[src/rtl/data_mem_arbiter_pkg.sv]
// Shared constants and types for the data memory arbiter slice.
package mem_arb_pkg;

    // Requester indices into the grant vector.
    localparam int REQ_CPU = 0;
    localparam int REQ_LDR = 1;

    // Default geometry.
    localparam int DEF_ADDR_W   = 32;
    localparam int DEF_DATA_W   = 32;
    localparam int DEF_MAX_WAIT = 3;

    // Which requester owns the memory port this cycle.
    typedef enum logic [1:0] {
        WIN_NONE = 2'd0,
        WIN_CPU  = 2'd1,
        WIN_LDR  = 2'd2
    } win_e;

endpackage

[src/rtl/data_mem_arbiter_if.sv]
// Bus bundle between the two requesters, the arbiter and the data memory.
interface data_mem_arbiter_if
    import mem_arb_pkg::*;
#(
    parameter int ADDR_W = DEF_ADDR_W,
    parameter int DATA_W = DEF_DATA_W
);
    logic              req0_i;
    logic              req1_i;
    logic              we0_i;
    logic              we1_i;
    logic [ADDR_W-1:0] addr0_i;
    logic [ADDR_W-1:0] addr1_i;
    logic [DATA_W-1:0] wdata0_i;
    logic [DATA_W-1:0] wdata1_i;
    logic              gnt0_o;
    logic              gnt1_o;
    logic [DATA_W-1:0] rdata0_o;
    logic [DATA_W-1:0] rdata1_o;
    logic              rvalid0_o;
    logic              rvalid1_o;
    logic              stall0_o;
    logic [ADDR_W-1:0] mem_addr_o;
    logic [DATA_W-1:0] mem_wdata_o;
    logic              mem_read_o;
    logic              mem_write_o;
    logic [DATA_W-1:0] mem_rdata_i;

    // Arbiter side.
    modport slave (
        input  req0_i, req1_i, we0_i, we1_i, addr0_i, addr1_i,
               wdata0_i, wdata1_i, mem_rdata_i,
        output gnt0_o, gnt1_o, rdata0_o, rdata1_o, rvalid0_o, rvalid1_o,
               stall0_o, mem_addr_o, mem_wdata_o, mem_read_o, mem_write_o
    );

    // Requesters plus memory model side.
    modport master (
        output req0_i, req1_i, we0_i, we1_i, addr0_i, addr1_i,
               wdata0_i, wdata1_i, mem_rdata_i,
        input  gnt0_o, gnt1_o, rdata0_o, rdata1_o, rvalid0_o, rvalid1_o,
               stall0_o, mem_addr_o, mem_wdata_o, mem_read_o, mem_write_o
    );

endinterface

[src/rtl/data_mem_arbiter_starve_cnt.sv]
// Saturating count of consecutive cycles the loader has been denied.
// force_pri tells the arbiter to hand the port to the loader this cycle.
module arb_starve_cnt
    import mem_arb_pkg::*;
#(
    parameter int MAX_WAIT = DEF_MAX_WAIT
) (
    input  logic clk_i,
    input  logic rst_i,
    input  logic req_i,
    input  logic gnt_i,
    output logic force_pri_o
);
    localparam int CNT_W = $clog2(MAX_WAIT + 1);

    logic [CNT_W-1:0] wait_cnt;

    // Count denied cycles; any grant or a dropped request restarts the wait.
    always_ff @(posedge clk_i) begin
        if (rst_i) begin
            wait_cnt <= '0;
        end else if (gnt_i || !req_i) begin
            wait_cnt <= '0;
        end else if (wait_cnt != CNT_W'(MAX_WAIT)) begin
            wait_cnt <= wait_cnt + CNT_W'(1);
        end
    end

    assign force_pri_o = (wait_cnt == CNT_W'(MAX_WAIT));

endmodule

[src/rtl/data_mem_arbiter.sv]
// Two-requester data memory arbiter: CPU has fixed priority, the loader is
// guaranteed service after MAX_WAIT denied cycles. Grant is same-cycle,
// read data comes back registered one cycle later.
module data_mem_arbiter
    import mem_arb_pkg::*;
#(
    parameter int ADDR_W   = DEF_ADDR_W,
    parameter int DATA_W   = DEF_DATA_W,
    parameter int MAX_WAIT = DEF_MAX_WAIT
) (
    input  logic                clk_i,
    input  logic                rst_i,
    data_mem_arbiter_if.slave   bus
);
    logic       force_pri;
    logic [1:0] gnt;
    win_e       win;
    logic       win_we;

    logic              rvalid0_q;
    logic              rvalid1_q;
    logic [DATA_W-1:0] rdata0_q;
    logic [DATA_W-1:0] rdata1_q;

    arb_starve_cnt #(
        .MAX_WAIT (MAX_WAIT)
    ) u_starve_cnt (
        .clk_i       (clk_i),
        .rst_i       (rst_i),
        .req_i       (bus.req1_i),
        .gnt_i       (gnt[REQ_LDR]),
        .force_pri_o (force_pri)
    );

    // Winner select; reset suppresses every grant.
    always_comb begin
        win = WIN_NONE;
        if (!rst_i) begin
            if (bus.req1_i && (!bus.req0_i || force_pri)) begin
                win = WIN_LDR;
            end else if (bus.req0_i) begin
                win = WIN_CPU;
            end
        end
    end

    assign gnt[REQ_CPU] = (win == WIN_CPU);
    assign gnt[REQ_LDR] = (win == WIN_LDR);

    assign bus.gnt0_o   = gnt[REQ_CPU];
    assign bus.gnt1_o   = gnt[REQ_LDR];
    assign bus.stall0_o = bus.req0_i & ~gnt[REQ_CPU] & ~rst_i;

    // Memory port mux; an idle port drives zeros so nothing leaks onto the bus.
    always_comb begin
        bus.mem_addr_o  = '0;
        bus.mem_wdata_o = '0;
        win_we          = 1'b0;
        case (win)
            WIN_CPU: begin
                bus.mem_addr_o  = bus.addr0_i;
                bus.mem_wdata_o = bus.wdata0_i;
                win_we          = bus.we0_i;
            end
            WIN_LDR: begin
                bus.mem_addr_o  = bus.addr1_i;
                bus.mem_wdata_o = bus.wdata1_i;
                win_we          = bus.we1_i;
            end
            default: ;
        endcase
    end

    assign bus.mem_read_o  = (win != WIN_NONE) & ~win_we;
    assign bus.mem_write_o = (win != WIN_NONE) &  win_we;

    // Capture read data for the granted reader; rdata holds until its next read.
    always_ff @(posedge clk_i) begin
        if (rst_i) begin
            rvalid0_q <= 1'b0;
            rvalid1_q <= 1'b0;
            rdata0_q  <= '0;
            rdata1_q  <= '0;
        end else begin
            rvalid0_q <= gnt[REQ_CPU] & ~bus.we0_i;
            rvalid1_q <= gnt[REQ_LDR] & ~bus.we1_i;
            if (gnt[REQ_CPU] && !bus.we0_i) begin
                rdata0_q <= bus.mem_rdata_i;
            end
            if (gnt[REQ_LDR] && !bus.we1_i) begin
                rdata1_q <= bus.mem_rdata_i;
            end
        end
    end

    // A return pending when reset arrives is discarded in that same cycle.
    assign bus.rvalid0_o = rvalid0_q & ~rst_i;
    assign bus.rvalid1_o = rvalid1_q & ~rst_i;
    assign bus.rdata0_o  = rst_i ? '0 : rdata0_q;
    assign bus.rdata1_o  = rst_i ? '0 : rdata1_q;

endmodule
[src/flat_wrapper.sv]
// flat-port wrapper written by rule: the top's interface ports become plain ports
module data_mem_arbiter_flat import mem_arb_pkg::*;
#(
    parameter int ADDR_W   = DEF_ADDR_W,
    parameter int DATA_W   = DEF_DATA_W,
    parameter int MAX_WAIT = DEF_MAX_WAIT
)
  (clk_i, rst_i, bus_req0_i, bus_req1_i, bus_we0_i, bus_we1_i, bus_addr0_i, bus_addr1_i, bus_wdata0_i, bus_wdata1_i, bus_mem_rdata_i, bus_gnt0_o, bus_gnt1_o, bus_rdata0_o, bus_rdata1_o, bus_rvalid0_o, bus_rvalid1_o, bus_stall0_o, bus_mem_addr_o, bus_mem_wdata_o, bus_mem_read_o, bus_mem_write_o);
  data_mem_arbiter_if #(.ADDR_W(ADDR_W), .DATA_W(DATA_W)) bus_i ();
  input  logic clk_i;
  input  logic rst_i;
  input wire logic [$bits(bus_i.req0_i)-1:0] bus_req0_i;
  input wire logic [$bits(bus_i.req1_i)-1:0] bus_req1_i;
  input wire logic [$bits(bus_i.we0_i)-1:0] bus_we0_i;
  input wire logic [$bits(bus_i.we1_i)-1:0] bus_we1_i;
  input wire logic [$bits(bus_i.addr0_i)-1:0] bus_addr0_i;
  input wire logic [$bits(bus_i.addr1_i)-1:0] bus_addr1_i;
  input wire logic [$bits(bus_i.wdata0_i)-1:0] bus_wdata0_i;
  input wire logic [$bits(bus_i.wdata1_i)-1:0] bus_wdata1_i;
  input wire logic [$bits(bus_i.mem_rdata_i)-1:0] bus_mem_rdata_i;
  output wire logic [$bits(bus_i.gnt0_o)-1:0] bus_gnt0_o;
  output wire logic [$bits(bus_i.gnt1_o)-1:0] bus_gnt1_o;
  output wire logic [$bits(bus_i.rdata0_o)-1:0] bus_rdata0_o;
  output wire logic [$bits(bus_i.rdata1_o)-1:0] bus_rdata1_o;
  output wire logic [$bits(bus_i.rvalid0_o)-1:0] bus_rvalid0_o;
  output wire logic [$bits(bus_i.rvalid1_o)-1:0] bus_rvalid1_o;
  output wire logic [$bits(bus_i.stall0_o)-1:0] bus_stall0_o;
  output wire logic [$bits(bus_i.mem_addr_o)-1:0] bus_mem_addr_o;
  output wire logic [$bits(bus_i.mem_wdata_o)-1:0] bus_mem_wdata_o;
  output wire logic [$bits(bus_i.mem_read_o)-1:0] bus_mem_read_o;
  output wire logic [$bits(bus_i.mem_write_o)-1:0] bus_mem_write_o;
  assign bus_i.req0_i = bus_req0_i;
  assign bus_i.req1_i = bus_req1_i;
  assign bus_i.we0_i = bus_we0_i;
  assign bus_i.we1_i = bus_we1_i;
  assign bus_i.addr0_i = bus_addr0_i;
  assign bus_i.addr1_i = bus_addr1_i;
  assign bus_i.wdata0_i = bus_wdata0_i;
  assign bus_i.wdata1_i = bus_wdata1_i;
  assign bus_i.mem_rdata_i = bus_mem_rdata_i;
  assign bus_gnt0_o = bus_i.gnt0_o;
  assign bus_gnt1_o = bus_i.gnt1_o;
  assign bus_rdata0_o = bus_i.rdata0_o;
  assign bus_rdata1_o = bus_i.rdata1_o;
  assign bus_rvalid0_o = bus_i.rvalid0_o;
  assign bus_rvalid1_o = bus_i.rvalid1_o;
  assign bus_stall0_o = bus_i.stall0_o;
  assign bus_mem_addr_o = bus_i.mem_addr_o;
  assign bus_mem_wdata_o = bus_i.mem_wdata_o;
  assign bus_mem_read_o = bus_i.mem_read_o;
  assign bus_mem_write_o = bus_i.mem_write_o;
  data_mem_arbiter #(.ADDR_W(ADDR_W), .DATA_W(DATA_W), .MAX_WAIT(MAX_WAIT)) u_core (.clk_i(clk_i), .rst_i(rst_i), .bus(bus_i));
endmodule
[config.mk]
export PLATFORM = sky130hd
export DESIGN_NAME = data_mem_arbiter_flat
export DESIGN_NICKNAME = d
export VERILOG_FILES = /design/src/rtl/data_mem_arbiter_pkg.sv /design/src/rtl/data_mem_arbiter_if.sv /design/src/rtl/data_mem_arbiter_starve_cnt.sv /design/src/rtl/data_mem_arbiter.sv /design/src/flat_wrapper.sv
export SDC_FILE = /design/constraint.sdc
export NUM_CORES = 1
export LEC_CHECK = 0
export ABC_AREA = 1
export ABC_CLOCK_PERIOD_IN_PS = 6100
export BUFFER_PORTS_ARGS = -buffer_cell sky130_fd_sc_hd__buf_2
export CAP_MARGIN = 20
export CORE_AREA = 2 2 118 120
export CTS_CLUSTER_SIZE = 14
export DETAILED_ROUTE_END_ITERATION = 10
export DIE_AREA = 0 0 120 122
export PLACE_DENSITY = 0.57
export SETUP_SLACK_MARGIN = 0.5
export SYNTH_ARGS = -nofsm -noshare
export SYNTH_HDL_FRONTEND = slang
export SYNTH_SLANG_ARGS = --single-unit
[constraint.sdc]
create_clock -name clk_i -period 6.1 [get_ports clk_i]
set_clock_uncertainty 0.15 [all_clocks]
set_input_delay 1.22 -clock clk_i [delete_from_list [all_inputs] [get_ports clk_i]]
set_output_delay 1.22 -clock clk_i [all_outputs]
set_load 0.01 [all_outputs]
==> results by group <==
Route
  • Residual DRC: 0
  • Antenna viol nets, final: 0
  • Wire length per cell: 13.4 µm
  • Initial DRC count: 217
  • Via count: 4560
  • DRT Wirelength: 14.2 mm
  • DR vias/cell: 4.30
  • DRT Pass-1 Iters: 4

Clocking
  • CTS Buf Count: 9
  • CTS Sinks: 68
  • Root Driver: clkbuf_16
  • CTS H-Tree Depth: 3
  • Clock tree buffer depth: 2
  • Total setup buffers inserted after CTS: 0
  • Post-CTS sizing: 0
  • CTS tree: done
  • Skew-Pair Late Insertion Delay: 330 ps
  • Cts hold-fix bufs: 0
  • Clock Pin Slew Worst Setup and Hold Paths: 60 ps

Run status
  • Outcome: complete, no violations

Pwr
  • Tot Pwr: 1.22 mW
  • Leak: 3.41 nW
  • Worst VDD drop: 131 µV
  • PD cells: 221 mW/mm²

Global routing
  • Largest net degree at the start of global routing: 68
  • Initial antenna violation count: 1
  • Grt ovf: 0
  • First-pass GRT wire length: 21.6 mm
  • Vias in the first global route: 4193
  • GRT Total Usage: 18.5%

Worst setup path
  • R2r setup slk: 3380 ps
  • CP endpoint kind: output port
  • WP buf/inv: 4
  • Critical path cell sequence: buf_2 > nand2_1 > nand2_1 > nor2_1 > inv_1 > ha_1 > inv_2 > a21oi_1 > buf_2
  • Critical path's slowest cell: inv_2
  • Critical path startpoint category: input pin
  • R2R cell count: 11
  • RR Endpoint: u_core.rdata0_q[6]
  • CP max FO: 64
  • Critical path required time: 4730 ps
  • CP top delay family: buffers and inverters
  • Reg-to-reg startpoint: u_core.u_starve_cnt.wait_cnt[0]
  • Crit-path max cell delay: 790 ps
  • Critical path type: in -> out
  • CP arrival: 3250 ps

Final layout
  • Layout area overhead: 53.0%
  • Post-Layout Cell Count: 1061
  • Design area: 0.00553 mm²
  • Number of inserted diodes: 0
  • Final net count: 1047
  • Fin util: 40.9%
  • Layout cells sized above 1: 37.2%

Timing
  • Fin Setup TNS: 0 ps
  • Final-report setup violation count: 0
  • Final hold violations: 0
  • Tightest Pin Transition: 1090 ps
  • Slew Limit Fails: 0
  • Slack of the critical path: 1480 ps
  • RSZ-0062 raised after global routing: no
  • Part of the cycle the worst path needs: 75.7%
  • Max_slew headroom: 27.4%
  • Final hold slack: 308 ps
  • Fmax: 0.217 GHz
  • Final Critical Period: 4620 ps

Hold path
  • Hold Path Class: reg -> reg
  • Hold wc startpoint: u_core.u_starve_cnt.wait_cnt[1]
  • Hold Path Stages: 2
  • Hold endpoint: u_core.u_starve_cnt.wait_cnt[1]

Placed design
  • Placed Instances: 1045
  • Worst slack at placement: 1500 ps
  • Placed cell areas: 0.00520 mm²
  • PortBufs: 300
  • Gpl congestion: 0.820
  • DP HPWL: 10.7 mm

Synth
  • Sequential share of the synthesized area: 37.7%
  • Average size of a mapped cell: 6.06 µm²
  • Post-synth top flop: dfxtp_1
  • Cells after Synth: 596
  • Synth warnings: 0
  • Post-Syn Nets: 767
  • Top-area cell type share of the netlist area: 37.7%
  • Synth area leader: dfxtp_1
  • Synth async-reset ratio: 0%
  • Count leader, synth: nand2_1
  • Commonest cells in the netlist: nand2_1 (204), a21oi_1 (130), inv_1 (73)
  • Top cells by area, synth: dfxtp_1 (38%), nand2_1 (21%), a21oi_1 (18%), inv_1 (7.6%), nor2_1 (7.4%)
  • Post-synth EDFFs: 0
  • #FFs+latches synth: 68
  • Unique masters post-synth: 13
  • Synthesized area: 0.00361 mm²

Floorplan
  • Height of the chip: 122 µm
  • Starting Density: 26.7%
  • Die X-Extent: 120 µm
  • Die area: 0.0146 mm²
  • Core area: 0.0135 mm²
  • Cell Rows: 43
  • I/O Pins: 301

Run
  • Max-Cap Viols: 0
-- sequential cells by signal (all words and copies together), names as in the netlist --
name and flops:
u_core.rvalid0_q 1, u_core.rdata0_q 32, u_core.u_starve_cnt.wait_cnt 2, u_core.rdata1_q 32
u_core.rvalid1_q 1
-- cell usage in the layout, fill, tap and decap left out, drive strengths merged --
cell type / instances
clkbuf: 9
inv: 77
buf: 308
a21oi: 130
nor2: 71
ha: 5
xor2: 1
bufinv: 2
nand2: 204
nand3: 3
dfxtp: 68
clkinvlp: 1
clkinv: 2
-- worst max-delay path by stage --
stage / endpoint / slack [ps] / startpoint / cells after the start
after global routing: bus_mem_wdata_o[0] / 1270 / bus_req0_i / 10
after floorplan: bus_mem_addr_o[10] / 2140 / rst_i / 9
after detailed placement: bus_mem_addr_o[19] / 1500 / bus_req0_i / 10
final: bus_mem_addr_o[7] / 1480 / bus_req0_i / 9
after global placement: bus_mem_addr_o[7] / 1430 / bus_req0_i / 9
after CTS: bus_mem_addr_o[19] / 1500 / bus_req0_i / 10
-- metal layers --
| metal | vias up | GRT usage [%] | share of wire [%] |
|---|---|---|---|
| li1 | 2393 | - | - |
| met1 | 1976 | 22.6 | 43 |
| met2 | 165 | 32.0 | 47 |
| met3 | 24 | 4.26 | 7.7 |
| met4 | 2 | 6.03 | 2.1 |
| met5 | - | 0 | 0.077 |
-- cells by family after synthesis --
family                     share of synthesized area, %
and+or+nand+nor                                    29.0
AOI/OAI and AO/OA                                  18.0
buffers and inverters                              13.3
DFF                                                37.7
adders and majority gates                          1.73
xor gates and xnor gates                          0.243
-- power breakdown --
part	leakage (nW)	switching [mW]	internal, mW
clock	0.156	0.210	0.361
sequential	0.553	0.00434	0.462
combinational	2.70	0.105	0.0774
-- area by class of cell --
cell class	count	area [µm²]
sequential	68	1360
clock buffer	9	225
multi-input combinational	414	1770
tap	180	225
fill	1512	7980
inverter	75	282
timing repair buffer	308	1560
clock inverter	7	98.8
-- worst register-to-register path, stage by stage, from the launching register on --
cell and delay, ps:
dfxtp_1 320, ha_1 230, inv_1 80, nand2_1 50, nand2_1 70, nand3_1 160
inv_1 100, ha_2 660, nand2_1 260, buf_4 300, nor2_1 160, a21oi_1 50
Power figures use the tool's default switching activity.
